--- src/rtl/sdram_pkg.sv ---
// Shared types and constants for the two-port SDRAM arbiter.
package sdram_pkg;

  localparam int DEF_ADDR_W = 24;
  localparam int DEF_DATA_W = 16;

  typedef enum logic [1:0] {
    ST_IDLE  = 2'd0,
    ST_ISSUE = 2'd1,
    ST_WAIT  = 2'd2,
    ST_DONE  = 2'd3
  } arb_state_e;

  localparam logic [15:0] TIMEOUT_RDATA = 16'hDEAD;

  // A requester is active while it holds either its read or its write level.
  function automatic logic req_of(input logic rd, input logic wr);
    return rd | wr;
  endfunction

endpackage

--- src/rtl/sdram_arbiter_if.sv ---
// Request/response bundle shared by the requester ports and the controller port.
interface sdram_arbiter_if
  import sdram_pkg::*;
#(
  parameter int ADDR_W = DEF_ADDR_W,
  parameter int DATA_W = DEF_DATA_W
) ();

  logic [ADDR_W-1:0] addr;
  logic [DATA_W-1:0] wdata;
  logic              read;
  logic              write;
  logic [DATA_W-1:0] rdata;
  logic              busy;
  logic              ready;

  modport master (output addr, wdata, read, write, input rdata, busy, ready);
  modport slave  (input addr, wdata, read, write, output rdata, busy, ready);

endinterface

--- src/rtl/rr_pick2.sv ---
// Two-request round-robin selector; on a tie the port not granted last time wins.
module rr_pick2 (
  input  logic req0,
  input  logic req1,
  input  logic last,
  output logic gnt_valid,
  output logic gnt_idx
);

  // Pick the single requester, or alternate against the previous grant.
  always_comb begin
    gnt_valid = req0 | req1;
    if (req0 && req1) begin
      gnt_idx = ~last;
    end else if (req1) begin
      gnt_idx = 1'b1;
    end else begin
      gnt_idx = 1'b0;
    end
  end

endmodule

--- src/rtl/sdram_arbiter.sv ---
// Round-robin arbiter sharing one SDRAM controller port between two requesters.
// Optional WAIT watchdog with sticky err flag: define ARB_TIMEOUT_EN.
module sdram_arbiter
  import sdram_pkg::*;
#(
  parameter int ADDR_W         = DEF_ADDR_W,
  parameter int DATA_W         = DEF_DATA_W,
  parameter int TIMEOUT_CYCLES = 1024
) (
  input  logic             clk,
  input  logic             rst,
  sdram_arbiter_if.slave   m0,
  sdram_arbiter_if.slave   m1,
  sdram_arbiter_if.master  sd,
  output logic             err
);

  arb_state_e        state_r;
  logic              last_grant_r;
  logic              grant_r;
  logic              op_write_r;
  logic [ADDR_W-1:0] sd_addr_r;
  logic [DATA_W-1:0] sd_wdata_r;
  logic              sd_read_r;
  logic              sd_write_r;
  logic [DATA_W-1:0] m0_rdata_r;
  logic [DATA_W-1:0] m1_rdata_r;
  logic              m0_ready_r;
  logic              m1_ready_r;

  logic              req0_s;
  logic              req1_s;
  logic              gnt_valid_s;
  logic              gnt_idx_s;
  logic              cap_done_s;
  logic [DATA_W-1:0] cap_data_s;

`ifdef ARB_TIMEOUT_EN
  localparam int TMO_W = (TIMEOUT_CYCLES > 1) ? $clog2(TIMEOUT_CYCLES) : 1;
  localparam logic [TMO_W-1:0] TMO_LAST = TMO_W'(TIMEOUT_CYCLES - 1);
  localparam logic [DATA_W-1:0] TIMEOUT_FILL = {(DATA_W / 16){TIMEOUT_RDATA}};
  logic [TMO_W-1:0] tmo_cnt_r;
  logic             err_r;
`endif

  assign req0_s = req_of(m0.read, m0.write);
  assign req1_s = req_of(m1.read, m1.write);

  rr_pick2 u_pick (
    .req0      (req0_s),
    .req1      (req1_s),
    .last      (last_grant_r),
    .gnt_valid (gnt_valid_s),
    .gnt_idx   (gnt_idx_s)
  );

  // WAIT completes on the controller's ready, or on watchdog expiry when enabled.
  always_comb begin
    cap_done_s = sd.ready;
    cap_data_s = sd.rdata;
`ifdef ARB_TIMEOUT_EN
    if (!sd.ready && (tmo_cnt_r == TMO_LAST)) begin
      cap_done_s = 1'b1;
      cap_data_s = TIMEOUT_FILL;
    end else begin
      cap_done_s = sd.ready;
    end
`endif
  end

  // Transaction FSM with latched command and registered strobes/ready pulses.
  always_ff @(posedge clk or posedge rst) begin
    if (rst) begin
      state_r      <= ST_IDLE;
      last_grant_r <= 1'b1;
      grant_r      <= 1'b0;
      op_write_r   <= 1'b0;
      sd_addr_r    <= {ADDR_W{1'b0}};
      sd_wdata_r   <= {DATA_W{1'b0}};
      sd_read_r    <= 1'b0;
      sd_write_r   <= 1'b0;
      m0_rdata_r   <= {DATA_W{1'b0}};
      m1_rdata_r   <= {DATA_W{1'b0}};
      m0_ready_r   <= 1'b0;
      m1_ready_r   <= 1'b0;
`ifdef ARB_TIMEOUT_EN
      tmo_cnt_r    <= {TMO_W{1'b0}};
      err_r        <= 1'b0;
`endif
    end else begin
      sd_read_r  <= 1'b0;
      sd_write_r <= 1'b0;
      m0_ready_r <= 1'b0;
      m1_ready_r <= 1'b0;
      case (state_r)
        ST_IDLE: begin
          if (gnt_valid_s) begin
            grant_r      <= gnt_idx_s;
            last_grant_r <= gnt_idx_s;
            sd_addr_r    <= gnt_idx_s ? m1.addr  : m0.addr;
            sd_wdata_r   <= gnt_idx_s ? m1.wdata : m0.wdata;
            op_write_r   <= gnt_idx_s ? m1.write : m0.write;
            state_r      <= ST_ISSUE;
          end
        end
        ST_ISSUE: begin
          if (!sd.busy) begin
            sd_write_r <= op_write_r;
            sd_read_r  <= ~op_write_r;
            state_r    <= ST_WAIT;
`ifdef ARB_TIMEOUT_EN
            tmo_cnt_r  <= {TMO_W{1'b0}};
`endif
          end
        end
        ST_WAIT: begin
`ifdef ARB_TIMEOUT_EN
          tmo_cnt_r <= tmo_cnt_r + 1'b1;
`endif
          if (cap_done_s) begin
            if (grant_r) begin
              m1_rdata_r <= cap_data_s;
              m1_ready_r <= 1'b1;
            end else begin
              m0_rdata_r <= cap_data_s;
              m0_ready_r <= 1'b1;
            end
            state_r <= ST_DONE;
`ifdef ARB_TIMEOUT_EN
            if (!sd.ready) begin
              err_r <= 1'b1;
            end
`endif
          end
        end
        ST_DONE: begin
          state_r <= ST_IDLE;
        end
        default: begin
          state_r <= ST_IDLE;
        end
      endcase
    end
  end

  // A port stops seeing busy in the cycle its ready pulse is presented.
  assign m0.busy  = req0_s & ~((state_r == ST_DONE) & (grant_r == 1'b0));
  assign m1.busy  = req1_s & ~((state_r == ST_DONE) & (grant_r == 1'b1));
  assign m0.rdata = m0_rdata_r;
  assign m1.rdata = m1_rdata_r;
  assign m0.ready = m0_ready_r;
  assign m1.ready = m1_ready_r;

  assign sd.addr  = sd_addr_r;
  assign sd.wdata = sd_wdata_r;
  assign sd.read  = sd_read_r;
  assign sd.write = sd_write_r;

`ifdef ARB_TIMEOUT_EN
  assign err = err_r;
`else
  assign err = 1'b0;
`endif

endmodule

--- src/flat_wrapper.sv ---
// flat-port wrapper written by rule: the top's interface ports become plain ports
module sdram_arbiter_flat import sdram_pkg::*;
#(
  parameter int ADDR_W         = DEF_ADDR_W,
  parameter int DATA_W         = DEF_DATA_W,
  parameter int TIMEOUT_CYCLES = 1024
)
  (clk, rst, err, m0_addr, m0_wdata, m0_read, m0_write, m0_rdata, m0_busy, m0_ready, m1_addr, m1_wdata, m1_read, m1_write, m1_rdata, m1_busy, m1_ready, sd_addr, sd_wdata, sd_read, sd_write, sd_rdata, sd_busy, sd_ready);
  sdram_arbiter_if #(.ADDR_W(ADDR_W), .DATA_W(DATA_W)) m0_i ();
  sdram_arbiter_if #(.ADDR_W(ADDR_W), .DATA_W(DATA_W)) m1_i ();
  sdram_arbiter_if #(.ADDR_W(ADDR_W), .DATA_W(DATA_W)) sd_i ();
  input  logic clk;
  input  logic rst;
  output logic err;
  input wire logic [$bits(m0_i.addr)-1:0] m0_addr;
  input wire logic [$bits(m0_i.wdata)-1:0] m0_wdata;
  input wire logic [$bits(m0_i.read)-1:0] m0_read;
  input wire logic [$bits(m0_i.write)-1:0] m0_write;
  output wire logic [$bits(m0_i.rdata)-1:0] m0_rdata;
  output wire logic [$bits(m0_i.busy)-1:0] m0_busy;
  output wire logic [$bits(m0_i.ready)-1:0] m0_ready;
  input wire logic [$bits(m1_i.addr)-1:0] m1_addr;
  input wire logic [$bits(m1_i.wdata)-1:0] m1_wdata;
  input wire logic [$bits(m1_i.read)-1:0] m1_read;
  input wire logic [$bits(m1_i.write)-1:0] m1_write;
  output wire logic [$bits(m1_i.rdata)-1:0] m1_rdata;
  output wire logic [$bits(m1_i.busy)-1:0] m1_busy;
  output wire logic [$bits(m1_i.ready)-1:0] m1_ready;
  output wire logic [$bits(sd_i.addr)-1:0] sd_addr;
  output wire logic [$bits(sd_i.wdata)-1:0] sd_wdata;
  output wire logic [$bits(sd_i.read)-1:0] sd_read;
  output wire logic [$bits(sd_i.write)-1:0] sd_write;
  input wire logic [$bits(sd_i.rdata)-1:0] sd_rdata;
  input wire logic [$bits(sd_i.busy)-1:0] sd_busy;
  input wire logic [$bits(sd_i.ready)-1:0] sd_ready;
  assign m0_i.addr = m0_addr;
  assign m0_i.wdata = m0_wdata;
  assign m0_i.read = m0_read;
  assign m0_i.write = m0_write;
  assign m0_rdata = m0_i.rdata;
  assign m0_busy = m0_i.busy;
  assign m0_ready = m0_i.ready;
  assign m1_i.addr = m1_addr;
  assign m1_i.wdata = m1_wdata;
  assign m1_i.read = m1_read;
  assign m1_i.write = m1_write;
  assign m1_rdata = m1_i.rdata;
  assign m1_busy = m1_i.busy;
  assign m1_ready = m1_i.ready;
  assign sd_addr = sd_i.addr;
  assign sd_wdata = sd_i.wdata;
  assign sd_read = sd_i.read;
  assign sd_write = sd_i.write;
  assign sd_i.rdata = sd_rdata;
  assign sd_i.busy = sd_busy;
  assign sd_i.ready = sd_ready;
  sdram_arbiter #(.ADDR_W(ADDR_W), .DATA_W(DATA_W), .TIMEOUT_CYCLES(TIMEOUT_CYCLES)) u_core (.clk(clk), .rst(rst), .m0(m0_i), .m1(m1_i), .sd(sd_i), .err(err));
endmodule
--- config.mk ---
export PLATFORM = sky130hd
export DESIGN_NAME = sdram_arbiter_flat
export DESIGN_NICKNAME = d
export VERILOG_FILES = /design/src/rtl/sdram_pkg.sv /design/src/rtl/sdram_arbiter_if.sv /design/src/rtl/rr_pick2.sv /design/src/rtl/sdram_arbiter.sv /design/src/flat_wrapper.sv
export SDC_FILE = /design/constraint.sdc
export NUM_CORES = 1
export LEC_CHECK = 0
export CORE_AREA = 2 2 98 109
export DETAILED_ROUTE_END_ITERATION = 12
export DIE_AREA = 0 0 100 111
export PLACE_DENSITY = 0.8
export REMOVE_ABC_BUFFERS = 1
export SLEW_MARGIN = 25
export SYNTH_ARGS = -nofsm -noshare
export SYNTH_HDL_FRONTEND = slang
export SYNTH_HIERARCHICAL = 1
export SYNTH_SLANG_ARGS = --single-unit
--- constraint.sdc ---
create_clock -name clk -period 2.1 [get_ports clk]
set_input_delay 0.21 -clock clk [delete_from_list [all_inputs] [get_ports clk]]
set_output_delay 0.21 -clock clk [all_outputs]
set_load 0.05 [all_outputs]
==> qor.tcl, run 1 <==
set qor(post-route-period-util_pct) 82.08
set qor(postRouteWirelength_microns) 9146
set qor(grt_antenna_before_repair) 0
set qor(remaining_drc_errors) 0
set qor(instances_no_fill) 597
set qor(post_cts.resized_instances) 0
set qor(drv.max_cap_violation_count) 0
set qor(rsz0062_at_grt) {no}
set qor(critPathMaxFanout) 2
set qor(syn-cell-area_sq_mm) 0.003501
set qor(io_buffers) 181
set qor(placement_rows) 39
set qor(maximum_number_of_pins_on_one_net_before_global_route_repair) 86
set qor(total_number_of_nets_in_the_final_design) 578
set qor(synthDominantCellAreaShare_pct) 57.18
set qor(standard_cell_core_area_sq_mm) 0.01015
set qor(status) {finished clean}
set qor(post-synth-top-area-cell) {sky130_fd_sc_hd__dfrtp_1}
set qor(timing.critical_path.slowest_stage_cell) {sky130_fd_sc_hd__clkdlybuf4s50_1}
set qor(num_cts_buffers) 9
set qor(drt-pass1-iter-count) 6
set qor(synth.most_common_cell) {sky130_fd_sc_hd__dfrtp_1}
set qor(dpl.cell_count) 581
set qor(timing.clock.skew_ns) 0.005660
set qor(wire_length_of_the_first_global_routing_pass_microns) 14370
set qor(die-height_microns) 111
set qor(critical-path-max-stage-delay_ns) 0.82
set qor(path_clk_slew_ns) 0.06
set qor(synth-edff-count) 0
set qor(power.density_mw_per_mm2) 1802
set qor(critical_path.cell_chain) {clkdlybuf4s50_1}
set qor(cts_tree) {done}
set qor(floorplan.die.width_microns) 100
set qor(final_antenna_net_count) 0
set qor(required_ns) 1.89
set qor(synth_ff_type) {sky130_fd_sc_hd__dfrtp_1}
set qor(ctsHoldBuffers) 0
set qor(worst-slew-pin-transition_ns) 0.5314
set qor(postSynthCellCount) 288
set qor(antenna_cells) 0
set qor(clock_path_buffers) 2
set qor(dp.final_hpwl_microns) 6923
set qor(post_drt_via_cell_ratio) 4.715
set qor(gr-total-overflow) 0
set qor(worst-endpoint-arrival_ns) 1.51
set qor(cp-start-kind) {register}
set qor(die_area_sq_mm) 0.01110
set qor(min_path_type) {input pin to async pin}
set qor(ys_warn_count) 6
set qor(insertion_delay_ns) 0.33
set qor(vias_in_the_first_global_route) 2967
set qor(gp_congestion) 0.7693
set qor(synth_common_cells) {80 x sky130_fd_sc_hd__dfrtp_1, 42 x sky130_fd_sc_hd__nor2_1, 41 x sky130_fd_sc_hd__a21oi_1, 41 x sky130_fd_sc_hd__mux2i_1, 32 x sky130_fd_sc_hd__mux2_2}
set qor(yosys.cell_types.count) 28
set qor(avgSynthCellArea_sq_um) 12.16
set qor(path_buf_inv) 1
set qor(dr_total_vias) 2815
set qor(initial_utilization_pct) 34.49
set qor(synth_register_bits) 81
set qor(wl_per_cell_microns) 15.32
set qor(grt_util_all_layers_pct) 16.46
set qor(setup_viol) 0
set qor(fmax_mhz) 580.2
set qor(worstSetupEndpointType) {output port}
set qor(finalCoreUtilization_pct) 57.10
set qor(part_of_the_yosys_area_used_for_sequential_elements_pct) 57.93
set qor(hold_viol_final) 0
set qor(synth.area.top_cells) {sky130_fd_sc_hd__dfrtp_1 57%, sky130_fd_sc_hd__mux2i_1 12%, sky130_fd_sc_hd__mux2_2 10%, sky130_fd_sc_hd__a21oi_1 5.9%, sky130_fd_sc_hd__nor2_1 4.5%}
set qor(peakVddDrop_mv) 0.9957
set qor(initialDrtViolationCount) 78
set qor(cts_htree_levels) 3
set qor(layout-area-overhead-vs-synth_pct) 65.55
set qor(critPathKind) {register to output port}
set qor(cts-root-buf) {sky130_fd_sc_hd__clkbuf_16}
set qor(io-pin-count) 183
set qor(post_cts_buffers) 0
set qor(post_route_cells_drive_above_1_share_pct) 13.50
set qor(slew_viol_final) 0
set qor(worst_path_dominant_cell_family) {buffers and inverters}
set qor(cts_num_sinks) 81
set qor(synth-async-reset-ratio_pct) 100.0
set qor(cellLeakagePower_nw) 2.533
set qor(slew-limit-headroom_pct) 64.46
set qor(fin_crit_ns) 1.724
-- sequential cells by signal (all words and copies together) (netlist names) --
| signal | flops |
|---|---|
| u_core/op_write_r | 1 |
| u_core/m0.ready | 1 |
| u_core/sd.addr | 24 |
| u_core/m0.rdata | 16 |
| u_core/sd.write | 1 |
| u_core/sd.read | 1 |
| u_core/m1.ready | 1 |
| u_core/grant_r | 1 |
| u_core/state_r | 2 |
| u_core/last_grant_r | 1 |
| u_core/m1.rdata | 16 |
| u_core/sd.wdata | 16 |
-- cell families (layout without fill, tap and decap cells) --
| kind of cell | count (synthesis) | count (layout) | synth area share (%) |
|---|---|---|---|
| compound gates | 49 | 49 | 7.541 |
| mux | 74 | 74 | 22.34 |
| other cells | 1 | 1 | 0.1071 |
| simple gates | 51 | 51 | 6.362 |
| buf+inv | 27 | 213 | 3.931 |
| fa+ha+maj | 5 | 5 | 1.787 |
| flops | 81 | 81 | 57.93 |
-- worst paths after layout --
kind	start	to	slack [ns]	depth (start not counted)
min reg2reg	u_core/op_write_r$_DFFE_PP0P_	u_core/sd.read$_DFF_PP0_	0.47	1
max in group asynchronous	rst	u_core/m0.rdata[8]$_DFFE_PP0P_	1.40	3
min in group clk	u_core/op_write_r$_DFFE_PP0P_	u_core/sd.read$_DFF_PP0_	0.47	1
max reg2reg	u_core/state_r[0]$_DFFE_PP0P_	u_core/state_r[1]$_DFFE_PP0P_	0.48	4
min	rst	u_core/op_write_r$_DFFE_PP0P_	0.16	2
max	u_core/sd.addr[3]$_DFFE_PP0P_	sd_addr[3]	0.38	1
-- metal layers --
| layer | GRT usage, % | share of wire [%] | routed length [microns] |
|---|---|---|---|
| met5 | 0 | 0 | 0 |
| met4 | 4.749 | 0.98 | 90 |
| met1 | 17.72 | 38 | 3431 |
| met2 | 28.60 | 50 | 4557 |
| met3 | 7.755 | 12 | 1067 |
-- cell usage in the layout (no fill, tap or decap), types with 2 or more instances in the layout --
master and count:
sky130_fd_sc_hd__clkdlybuf4s50_1 179, sky130_fd_sc_hd__dfrtp_1 80, sky130_fd_sc_hd__nor2_1 42, sky130_fd_sc_hd__mux2i_1 41, sky130_fd_sc_hd__a21oi_1 41, sky130_fd_sc_hd__mux2_2 32, sky130_fd_sc_hd__clkbuf_16 9, sky130_fd_sc_hd__inv_1 7
sky130_fd_sc_hd__buf_12 5, sky130_fd_sc_hd__ha_1 5, sky130_fd_sc_hd__buf_4 4, sky130_fd_sc_hd__clkbuf_8 3, sky130_fd_sc_hd__clkinv_2 2, sky130_fd_sc_hd__clkbuf_1 2, sky130_fd_sc_hd__nand3_2 2, sky130_fd_sc_hd__or2_2 2
sky130_fd_sc_hd__a21boi_0 2, sky130_fd_sc_hd__o21ai_0 2
-- report_power, final --
part	internal (W)	leakage, nW	total, W	switching (W)
clock network	0.00102	0.153	0.00159	0.000573
logic	0.00221	1.44	0.00611	0.00389
registers	0.00234	0.936	0.00275	0.000409
total	0.00557	2.53	0.0104	0.00488
-- cell type report --
class                   instances  area (sq um)
clock inverters                 2         35.03
well taps                     123         153.9
clock buffers                  14         274.0
repair buffers                188          1922
inverters                       9         35.03
multi-input cells             180          1348
fillers                       872          4354
flip-flops and latches         81          2028
-- per-stage QoR --
stage,area [sq um],TNS [ns],hold slack (ns),setup slack [ns],power [W]
after detailed placement,5487,0,0.4644,0.1033,0.008919
after floorplan,3397,-91.87,0.2803,-1.797,0.006764
after CTS,5796,0,0.1618,0.3510,0.01055
after global routing,5796,0,0.2043,0.3267,0.01097
after global placement,5487,0,0.4370,0.1415,0.008748
final,5796,0,0.1620,0.3764,0.01045
Power figures use the tool's default switching activity.
==> inputs of run 2 (changes only) <==
--- a/config.mk
+++ b/config.mk
@@ -5,10 +5,10 @@
 export SDC_FILE = /design/constraint.sdc
 export NUM_CORES = 1
 export LEC_CHECK = 0
-export CORE_AREA = 2 2 98 109
+export CORE_AREA = 2 2 93 104
 export DETAILED_ROUTE_END_ITERATION = 12
-export DIE_AREA = 0 0 100 111
-export PLACE_DENSITY = 0.8
+export DIE_AREA = 0 0 95 106
+export PLACE_DENSITY = 0.84
 export REMOVE_ABC_BUFFERS = 1
 export SLEW_MARGIN = 25
 export SYNTH_ARGS = -nofsm -noshare
==> constraint.sdc (replaced) <==
create_clock -name clk -period 1.8 [get_ports clk]
set_input_delay 0.18 -clock clk [delete_from_list [all_inputs] [get_ports clk]]
set_output_delay 0.18 -clock clk [all_outputs]
set_load 0.05 [all_outputs]
==> run 2 against run 1 <==
Net effect: non-clock buffer count stayed put; global-route usage is 1.3 points higher; sequential share of layout area is 0.58 points higher; power is 13% higher; hold slack better by 0.035 ns; combinational power is 17% higher; critical path depth is 3 higher; die area is 9.3% lower; utilization is 5.4 points higher; count of clock-buffer cells in the layout stayed put; clock power is 8% lower; routed wire length is 0.21% lower; critical path type is now register to register.
==> qor.tcl, run 2 (synthesis gave the netlist of run 1 again) <==
set qor(drv.max_cap_violation_count) 0 ;# unchanged
set qor(min_path_type) {input pin to async pin}
set qor(die_area_sq_mm) 0.01007 ;# -9.3%
set qor(slew_viol_final) 0 ;# unchanged
set qor(rsz0062_at_grt) {yes}
set qor(floorplan.die.width_microns) 95 ;# -5.0%
set qor(critPathKind) {register to register}
set qor(critPathMaxFanout) 17 ;# +15
set qor(cts-root-buf) {sky130_fd_sc_hd__clkbuf_8}
set qor(hold_viol_final) 0 ;# unchanged
set qor(dp.final_hpwl_microns) 6954 ;# +0.45%
set qor(endpoint_of_the_most_critical_register_to_register_path) {u_core/m1.rdata[12]$_DFFE_PP0P_}
set qor(layout_common_cells) {179 x sky130_fd_sc_hd__clkdlybuf4s50_1, 80 x sky130_fd_sc_hd__dfrtp_1, 42 x sky130_fd_sc_hd__nor2_1, 41 x sky130_fd_sc_hd__mux2i_1, 41 x sky130_fd_sc_hd__a21oi_1}
set qor(ff_latch_area_sq_mm) 0.002028 ;# unchanged
set qor(regToRegStartpoint) {u_core/state_r[0]$_DFFE_PP0P_}
set qor(worst-slew-pin-transition_ns) 0.5479 ;# +0.01646 ns
set qor(dr_total_vias) 2822 ;# +0.25%
set qor(setup.reg_to_reg.worst_slack_ns) 0.06 ;# -0.42 ns
set qor(cts_tree) {done}
set qor(total_number_of_nets_in_the_final_design) 578 ;# unchanged
set qor(dp_worst_setup_slack_ns) -0.1766 ;# -0.2799 ns
set qor(vias_in_the_first_global_route) 2997 ;# +1.0%
set qor(grt_antenna_before_repair) 0 ;# unchanged
set qor(postRouteWirelength_microns) 9127 ;# -0.21%
set qor(placement_rows) 37 ;# -5.1%
set qor(timing.clock.skew_ns) 0.005944 ;# +0.0002849 ns
set qor(initialDrtViolationCount) 68 ;# -13%
set qor(fillCellCount) 729 ;# -16%
set qor(grt_util_all_layers_pct) 17.81 ;# +1.3 points
set qor(post_drt_via_cell_ratio) 4.775 ;# +1.3%
set qor(fin_ws_ns) 0.06185 ;# -0.3145 ns
set qor(slew-limit-headroom_pct) 63.36 ;# -1.1 points
set qor(fmax_mhz) 575.3
set qor(clock_path_buffers) 2 ;# unchanged
set qor(fin_crit_ns) 1.738
set qor(post-route-period-util_pct) 96.56
set qor(die-height_microns) 106 ;# -4.5%
set qor(io-pin-count) 183 ;# unchanged
set qor(maximum_number_of_pins_on_one_net_before_global_route_repair) 86 ;# unchanged
set qor(finalCoreUtilization_pct) 62.52 ;# +5.4 points
set qor(cells_on_worst_reg2reg_path) 4 ;# unchanged
set qor(drt-pass1-iter-count) 4 ;# -2
set qor(layout-area-overhead-vs-synth_pct) 62.87
set qor(multiInputGateArea_sq_mm) 0.001348 ;# unchanged
set qor(remaining_drc_errors) 0 ;# unchanged
set qor(worstSetupEndpointType) {register}
set qor(worst-endpoint-arrival_ns) 1.96 ;# +0.45 ns
set qor(post_route_cells_drive_above_1_share_pct) 13.29 ;# -0.21 points
set qor(required_ns) 2.02 ;# +0.13 ns
set qor(wl_per_cell_microns) 15.44 ;# +0.81%
set qor(standard_cell_core_area_sq_mm) 0.009120 ;# -10%
set qor(power.density_mw_per_mm2) 2072 ;# +15%
set qor(critical-path-max-stage-delay_ns) 0.43 ;# -0.39 ns
set qor(path_clk_slew_ns) 0.08 ;# +0.02 ns
set qor(cts_htree_levels) 3 ;# unchanged
set qor(cp-start-kind) {register}
set qor(setup_viol) 0 ;# unchanged
set qor(initial_utilization_pct) 38.39 ;# +3.9 points
set qor(status) {finished clean}
set qor(antenna_cells) 0 ;# unchanged
set qor(insertion_delay_ns) 0.34 ;# about the same
set qor(gr-total-overflow) 0 ;# unchanged
set qor(crit_path_end) {u_core/m1.rdata[12]$_DFFE_PP0P_}
set qor(layout.cells.most_common) {sky130_fd_sc_hd__clkdlybuf4s50_1}
set qor(peakVddDrop_mv) 1.622 ;# +63%
set qor(largest_register_ff_count) 24 ;# unchanged
set qor(gp_congestion) 0.7494 ;# -2.6%
set qor(cellLeakagePower_nw) 2.492 ;# -1.6%
set qor(num_cts_buffers) 9 ;# unchanged
set qor(critical_path.cell_chain) {inv_1, ha_1, nand3_2, mux2_2}
set qor(final_antenna_net_count) 0 ;# unchanged
set qor(timing.critical_path.slowest_stage_cell) {sky130_fd_sc_hd__mux2_2}
set qor(cts_num_sinks) 81 ;# unchanged
set qor(io_buffers) 181 ;# unchanged
set qor(crit_start) {u_core/state_r[0]$_DFFE_PP0P_}
set qor(wire_length_of_the_first_global_routing_pass_microns) 13740 ;# -4.4%
==> run 2: cell count changes in the layout (fill, tap and decap cells not counted), sizes merged <==
| cell | delta |
|---|---|
| bufinv | +1 |
| clkinv | -1 |
==> run 2: per-layer routing <==
metal | routed length, microns | track usage, % | share of wire, %
met1 | 3427 | 18.40 | 38
met2 | 4599 | 32.22 | 50
met3 | 952 | 5.811 | 10
met4 | 148 | 7.867 | 1.6
met5 | 0 | 0 | 0
==> run 2: where the power goes <==
part           internal (W)  switching [W]  total [W]
Sequential          0.00273       0.000482    0.00321
Clock              0.000860       0.000599    0.00146
Combinational       0.00260        0.00455    0.00714
Total               0.00619        0.00563     0.0118
==> run 2: per-stage QoR <==
stage	hold slack, ns	total power, W	area, sq um	std cells	TNS [ns]
floorplan	0.2503	0.007892	3397	270	-125.32
global placement	0.4333	0.01021	5479	575	-3.340
detailed placement	0.4402	0.01043	5479	575	-5.477
CTS	0.1838	0.01194	5702	591	0
global route	0.2032	0.01242	5702	591	-2.635
finish	0.1966	0.01181	5702	591	0
==> run 2: layout make-up <==
type | count | share of cell area, %
Clock buffer | 14 | 2.853
Clock inverter | 2 | 1.053
Inverter | 9 | 0.6144
Multi-Input combinational cell | 180 | 23.63
Sequential cell | 81 | 35.57
Tap cell | 117 | 2.567
Timing Repair Buffer | 188 | 33.71
==> run 2: how the worst min path moves through the flow <==
stage / from / end / cells past startpoint
3_3_place_gp: u_core/op_write_r$_DFFE_PP0P_ / u_core/sd.read$_DFF_PP0_ / 1
2_1_floorplan: sd_busy / u_core/sd.read$_DFF_PP0_ / 1
5_1_grt: rst / u_core/m0.ready$_DFF_PP0_ / 3
3_5_place_dp: u_core/op_write_r$_DFFE_PP0P_ / u_core/sd.read$_DFF_PP0_ / 1
6_report: rst / u_core/m0.ready$_DFF_PP0_ / 3
4_1_cts: rst / u_core/sd.addr[0]$_DFFE_PP0P_ / 3
==> run 2: critical path, delay by kind of cell (launching register included) <==
kind / cells / cell delay, ns
buffers and inverters: 1 / 0.12
muxes: 1 / 0.43
adders and majority gates: 1 / 0.24
DFF: 1 / 0.42
and+or+nand+nor: 1 / 0.41
==> run 2: repair_timing <==
action                     in CTS  in global routing
buffers inserted                0                  0
setup endpoints to repair       0                 33
resized for setup               0                  1
hold buffers                    0                  0
